`config.mk`:
```
export PLATFORM = sky130hd
export DESIGN_NAME = serial_tx
export DESIGN_NICKNAME = d
export VERILOG_FILES = /design/src/rtl/serial_pkg.sv /design/src/rtl/tx_shift_reg.sv /design/src/rtl/serial_tx.sv
export SDC_FILE = /design/constraint.sdc
export NUM_CORES = 1
export LEC_CHECK = 0
export ABC_AREA = 1
export CAP_MARGIN = 20
export CORE_ASPECT_RATIO = 1.4
export CORE_UTILIZATION = 30
export CTS_CLUSTER_SIZE = 10
export DETAILED_ROUTE_END_ITERATION = 16
export PLACE_DENSITY = 0.51
export SETUP_SLACK_MARGIN = 0.15
export SLEW_MARGIN = 20
export SYNTH_ARGS = -nofsm -noshare
export SYNTH_HDL_FRONTEND = slang
export SYNTH_SLANG_ARGS = --single-unit
```
`constraint.sdc`:
```
create_clock -name CLK -period 1.8 [get_ports CLK]
set_input_delay 0.45 -clock CLK [delete_from_list [all_inputs] [get_ports CLK]]
set_output_delay 0.45 -clock CLK [all_outputs]
set_load 0.02 [all_outputs]
```
`src/rtl/serial_pkg.sv`:
```
// Shared constants for the serial transmitter: FSM encoding and line levels.
package serial_pkg;

  localparam logic [2:0] ST_IDLE   = 3'd0;
  localparam logic [2:0] ST_START  = 3'd1;
  localparam logic [2:0] ST_DATA   = 3'd2;
  localparam logic [2:0] ST_PARITY = 3'd3;
  localparam logic [2:0] ST_STOP   = 3'd4;

  localparam logic START_BIT  = 1'b0;
  localparam logic STOP_BIT   = 1'b1;
  localparam logic IDLE_LEVEL = 1'b1;

endpackage

```
`src/rtl/tx_shift_reg.sv`:
```
// Parallel-load, shift-right payload register; sout is the bit due out next.
module tx_shift_reg #(
  parameter int DATA_W = 8
) (
  input  logic              clk,
  input  logic              rst_n,
  input  logic              load_en,
  input  logic              shift_en,
  input  logic [DATA_W-1:0] d,
  output logic              sout
);

  logic [DATA_W-1:0] sh_d, sh_q;

  always_comb begin
    sh_d = sh_q;
    if (load_en)       sh_d = d;
    else if (shift_en) sh_d = sh_q >> 1;
  end

  always_ff @(posedge clk) begin
    if (!rst_n) sh_q <= '0;
    else        sh_q <= sh_d;
  end

  assign sout = sh_q[0];

endmodule

```
`src/rtl/serial_tx.sv`:
```
// Start/data/parity/stop serial transmitter with a registered TXD line.
module serial_tx
  import serial_pkg::*;
#(
  parameter int DATA_W    = 8,
  parameter int PARITY_EN = 1
) (
  input  logic              CLK,
  input  logic              RST_n,
  input  logic [DATA_W-1:0] D,
  input  logic              LOAD,
  output logic              READY,
  output logic              TXD,
  output logic              DONE
);

  localparam int CNT_W = $clog2(DATA_W + 1);
  localparam logic [CNT_W-1:0] CNT_LAST = CNT_W'(DATA_W - 1);

  logic [2:0]       state_d, state_q;
  logic [CNT_W-1:0] cnt_d, cnt_q;
  logic             par_d, par_q;
  logic             txd_d, txd_q;
  logic             done_d, done_q;
  logic             load_en, shift_en, sh_bit;

  tx_shift_reg #(.DATA_W(DATA_W)) u_shreg (
    .clk      (CLK),
    .rst_n    (RST_n),
    .load_en  (load_en),
    .shift_en (shift_en),
    .d        (D),
    .sout     (sh_bit)
  );

  always_comb begin
    state_d = state_q;
    cnt_d   = cnt_q;
    par_d   = par_q;
    load_en = 1'b0;
    case (state_q)
      ST_IDLE: if (LOAD) begin
        state_d = ST_START;
        load_en = 1'b1;
        par_d   = ^D;
        cnt_d   = '0;
      end
      ST_START: begin
        state_d = ST_DATA;
        cnt_d   = '0;
      end
      ST_DATA: begin
        if (cnt_q == CNT_LAST) begin
          cnt_d   = '0;
          state_d = (PARITY_EN != 0) ? ST_PARITY : ST_STOP;
        end else begin
          cnt_d = cnt_q + CNT_W'(1);
        end
      end
      ST_PARITY: state_d = ST_STOP;
      ST_STOP:   state_d = ST_IDLE;
      default:   state_d = ST_IDLE;
    endcase
  end

  // TXD is registered from the next state, so a data bit is consumed from
  // the shift register on the same edge that moves it onto the line.
  assign shift_en = (state_d == ST_DATA);

  always_comb begin
    case (state_d)
      ST_START:  txd_d = START_BIT;
      ST_DATA:   txd_d = sh_bit;
      ST_PARITY: txd_d = par_q;
      ST_STOP:   txd_d = STOP_BIT;
      default:   txd_d = IDLE_LEVEL;
    endcase
    done_d = (state_d == ST_STOP);
  end

  always_ff @(posedge CLK) begin
    if (!RST_n) begin
      state_q <= ST_IDLE;
      cnt_q   <= '0;
      par_q   <= 1'b0;
      txd_q   <= IDLE_LEVEL;
      done_q  <= 1'b0;
    end else begin
      state_q <= state_d;
      cnt_q   <= cnt_d;
      par_q   <= par_d;
      txd_q   <= txd_d;
      done_q  <= done_d;
    end
  end

  assign READY = (state_q == ST_IDLE);
  assign TXD   = txd_q;
  assign DONE  = done_q;

endmodule

```
=== Word-level counts from Yosys, hierarchy flattened ===
Cells that the tools add are included.
Widths: inputs -> output; s select.

* Register bits after elaboration: 18
* Output and inout port bits: 3

* Add/subtract/negate cells: 1
* Eq/ne operators: 9
* Mux-type cells: 11
* Reduce and logical (&&, ||, !) cells: 6

{| class="wikitable"
|+ Operators by type and width
! operator !! count
|-
| $mux 8 || 2
|-
| $eq 3x2->1 const B || 4
|-
| $pmux 3 s4 || 1
|-
| $pmux 4 s3 || 1
|-
| $mux 4 || 2
|-
| $reduce_xor 8->1 || 1
|-
| $eq 3x1->1 const B || 2
|-
| $mux 3 || 2
|-
| $add 4x1->4 const B || 1
|-
| $eq 4x3->1 const B || 1
|-
| $reduce_and 2->1 || 2
|-
| $eq 3x3->1 const B || 1
|-
| $logic_not 3->1 || 1
|-
| $pmux 1 s3 || 1
|-
| $reduce_bool 3->1 || 1
|-
| $mux 1 || 2
|-
| $ne 2x2->1 const B || 1
|-
| $reduce_bool 2->1 || 1
|}

=== Depth between registers and ports, before layout ===
* Depth in word-level cells: 6
* Depth in mapped cells: 10

=== Modules after synthesis ===
A second synthesis with hierarchy kept.

* Cells, all modules: 171
* Area, all modules: 1,044.8 um^2

{| class="wikitable"
|+ By module, submodules not included
! module !! instances !! cells each !! area each (um^2)
|-
| serial_tx || 1 || 108 || 638.1
|-
| tx_shift_reg || 1 || 63 || 406.6
|}

=== Worst setup path before layout ===
OpenSTA, ideal clock, no wires.

* Kind: register -> register
* Start point: reg cnt_q[0]
* End point: reg u_shreg.sh_q[3]
* Setup time: 114 ps
* Data arrival time: 1,219 ps
* Path slack: 467 ps
* Cell stages (with the launch flop): 10
* Buffers on the path: 1
* Period minus slack after synthesis: 1,333 ps
* Cell sequence: dfxtp_1 ha_1 nand2_1 nor2_2 nand2_2 nand3_2 nand2_2 buf_6 nor2_1 nor2_2

* Longest elaborated chain between the ends: 5

{| class="wikitable"
|+ Ends and longest elaborated chain
! element !! line !! source
|-
| start: declaration || serial_tx.sv:21 || <nowiki>logic [CNT_W-1:0] cnt_d, cnt_q;</nowiki>
|-
| start signal: assignment || serial_tx.sv:90 || <nowiki>cnt_q <= cnt_d;</nowiki>
|-
| $eq 4x3->1 || serial_tx.sv:53 || <nowiki>if (cnt_q == CNT_LAST) begin</nowiki>
|-
| $mux 3 || serial_tx.sv:53 ||
|-
| $pmux 3 s4 || serial_tx.sv:41 || <nowiki>case (state_q)</nowiki>
|-
| $eq 3x2->1 || serial_tx.sv:68 || <nowiki>assign shift_en = (state_d == ST_DATA);</nowiki>
|-
| $reduce_bool 2->1 (no line) || -- ||
|-
| end signal: assignment || tx_shift_reg.sv:22 || <nowiki>if (!rst_n) sh_q <= '0;</nowiki>
|-
| end signal: assignment || tx_shift_reg.sv:23 || <nowiki>else sh_q <= sh_d;</nowiki>
|-
| end: declaration || tx_shift_reg.sv:13 || <nowiki>logic [DATA_W-1:0] sh_d, sh_q;</nowiki>
|}

Every way passes these cells.
A chain may end at the register's enable or synchronous reset.

=== Worst setup path in the final report ===
* Start point: reg done_q, in the netlist DONE
* End point: out DONE

{| class="wikitable"
|+ RTL lines
! element !! line !! source
|-
| start: declaration || serial_tx.sv:24 || <nowiki>logic done_d, done_q;</nowiki>
|-
| start signal: assignment || serial_tx.sv:93 || <nowiki>done_q <= done_d;</nowiki>
|-
| end: declaration || serial_tx.sv:14 || <nowiki>output logic DONE</nowiki>
|}

No word-level cell between the ends.

==> flow_metrics.env <==
export IMPL_syn_nets=180
export IMPL_area_delta_synth_final_pct=22.2
export IMPL_status="complete, no violations"
export IMPL_gr_total_overflow=0
export IMPL_grt_pass1_wl_um=3760
export IMPL_period_share_pct=88.6
export IMPL_synth_xor_area_share_pct=1.64
export IMPL_first_pass_iters=4
export IMPL_ctsRootBufferMaster="clkbuf_8"
export IMPL_maxCapViolations=0
export IMPL_cts_buffers=3
export IMPL_port_buffers=13
export IMPL_synth_area_top_cells="dfxtp_1 34%, nand2_1 24%, inv_1 6.3%"
export IMPL_ys_ff_latch=18
export IMPL_initial_utilization_pct=31.6
export IMPL_avgSynthCellArea_sq_um=6.35
export IMPL_peakVddDrop_v=0.000310
export IMPL_clk_path_buf_depth=2
export IMPL_drt_wl_total_um=2110
export IMPL_yosysMostFrequentCell="nand2_1"
export IMPL_power_uw=1040
export IMPL_fmax_mhz=627
export IMPL_layout_drive_gt1_share_pct=15.7
export IMPL_drtAntennaViolNets=0
export IMPL_grt_setup_unrepaired="true"
export IMPL_register_area_sq_um=362
export IMPL_yosysTopAreaCell="dfxtp_1"
export IMPL_path_buf_inv=1
export IMPL_grt_pass1_vias=988
export IMPL_die_y_um=72.5
export IMPL_ys_flop_type="dfxtp_1"
export IMPL_ys_warn_count=0
export IMPL_setup_viol=0
export IMPL_tightest_slew_ns=0.270
export IMPL_dp_cells=221
export IMPL_end_kind="output pin"
export IMPL_seq_area_frac_synth_pct=33.8
export IMPL_synth_top_family_by_area="simple AND/OR/NAND/NOR gates"
export IMPL_io_pins=14
export IMPL_synth_commonest_cells="69 x nand2_1, 18 x dfxtp_1, 18 x inv_1, 14 x nor2_1, 7 x a21oi_1"
export IMPL_die_w_um=52.4
export IMPL_nets=198
export IMPL_clk_pin_slew_ns=0.07
export IMPL_grt_max_degree=18
export IMPL_setup_tns_ns=0
export IMPL_multi_input_area_sq_um=597
export IMPL_synthAdderAreaFrac_pct=1.17
export IMPL_synth_top_area_share_pct=33.8
export IMPL_synth_cells=168
export IMPL_cts_tree="done"
export IMPL_place_area_sq_um=1240
export IMPL_synth_edf_count=0
export IMPL_synthArstFlopShare_pct=0
export IMPL_htree_levels=1
export IMPL_stdcell_count=225
export IMPL_grt_usage_pct=13.0
export IMPL_drt_iter0_drc=15
export IMPL_fin_crit_ns=1.60
export IMPL_core_sq_um=3380
export IMPL_cp_slowest_cell="clkdlybuf4s50_1"
export IMPL_arrival_ns=1.15
export IMPL_drt_wirelength_per_cell_um=9.37
export IMPL_synth_cell_type_count=24
export IMPL_hp_class="reg -> reg"
export IMPL_timing_hold_ws_ns=0.474
export IMPL_path_cells="clkdlybuf4s50_1"
export IMPL_cp_data_required_time_ns=1.35
export IMPL_clkLatencyLatePin_ns=0.25
export IMPL_finalHoldViolations=0
export IMPL_relSlewSlack_pct=81.9
export IMPL_clock_skew_ns=0.00443
export IMPL_critPathMaxStageDelay_ns=0.59
export IMPL_crit_family="buffers and inverters"
export IMPL_antenna_found_initial=0
export IMPL_ctsHoldBuffers=0
export IMPL_antenna_cells=0
export IMPL_p_per_area_nw_per_um2=795
export IMPL_rows=25
export IMPL_synth_compound_area_share_pct=7.16
export IMPL_cts_sinks=18
export IMPL_place_hpwl_um=1700
export IMPL_p_leak_uw=0.000621
export IMPL_netlist_area_sq_um=1070
export IMPL_startpoint_type="register"
export IMPL_die_area_sq_um=3800
export IMPL_routabilityCongestion=0.705
export IMPL_critical_path_class="reg -> out"
export IMPL_stdcell_area_sq_um=1300
export IMPL_vias=1019
export IMPL_detail_route_vias_per_cell=4.53
export IMPL_cp_max_fo=1
export IMPL_drc=0
export IMPL_maxSlewViolCount=0
export IMPL_synth_simple_area_share_pct=45.5
export IMPL_nFillCells=365
export IMPL_muxShareOfSynthArea_pct=0
worst paths after layout:
check | start | end | slack, ns | depth (start not counted)
hold reg to reg | u_shreg.sh_q[7] | u_shreg.sh_q[7] | 0.47 | 2
hold / removal | u_shreg.sh_q[7] | u_shreg.sh_q[7] | 0.47 | 2
setup / recovery | DONE | DONE | 0.20 | 1
setup reg to reg | cnt_q[0] | u_shreg.sh_q[6] | 0.37 | 8
final cells by class:
type	instances	share of cell area [%]
multi-input combinational	124	45.8
sequential	18	27.8
tap	40	3.84
timing repair buffer	16	11.7
clock buffer	4	4.23
inverter	23	6.63
repair_timing:
| action | in CTS | in global routing |
|---|---|---|
| gates resized for setup | 1 | 3 |
| setup endpoints to repair | 1 | 4 |
| buffers inserted | 0 | 0 |
sequential cells by signal (all words and copies together) (netlist names):
register / cells
u_shreg.sh_q: 8
cnt_q: 4
state_q: 3
DONE: 1
TXD: 1
par_q: 1
placed cells by master, fill, tap and decap left out, drive strengths merged:
cell	netlist	layout
nor4	2	2
or2	1	1
nor2	22	22
clkdlybuf4s50	0	12
o21ai	5	5
inv	22	22
clkbuf	0	4
nand3	7	7
a21oi	8	8
dfxtp	18	18
buf	3	3
clkinv	1	1
o21a	1	1
xnor2	1	1
nand2	73	73
ha	1	1
nand4	2	2
xor2	1	1
clkdlybuf4s15	0	1
per-layer routing:
metal	up-vias	part of all wire, %	track usage, %
met1	443	41	13.0
li1	551	-	-
met5	-	0	0
met2	21	54	24.8
met4	0	2.2	7.31
met3	4	3.0	1.26
worst reg2reg max path: stages, from the launching register on:
cell and delay, ns:
dfxtp_1 0.37, ha_1 0.18, nand2_1 0.10, nor2_4 0.14, nand2_2 0.11, nand3_2 0.08
nand2_2 0.14, nor2_1 0.15, nor2_2 0.05
kinds of logic after synthesis:
kind of cell,after synthesis
fa+ha+maj,1
simple gates,107
buf+inv,26
compound gates,14
xor+xnor,2
flops,18
report_power, final:
group | internal [uW] | total (uW) | switching, uW
clock network | 194 | 328 | 133
registers | 433 | 454 | 20.9
logic | 103 | 254 | 151
per-stage QoR:
step | worst slack, ns | util [%]
2_1_floorplan | 0.467 | -
3_3_place_gp | 0.0613 | 36.7
3_5_place_dp | 0.0496 | 36.7
4_1_cts | 0.182 | 38.3
5_1_grt | 0.145 | 38.6
6_report | 0.205 | 38.6
Note: power is estimated with default switching activity, not from simulation.
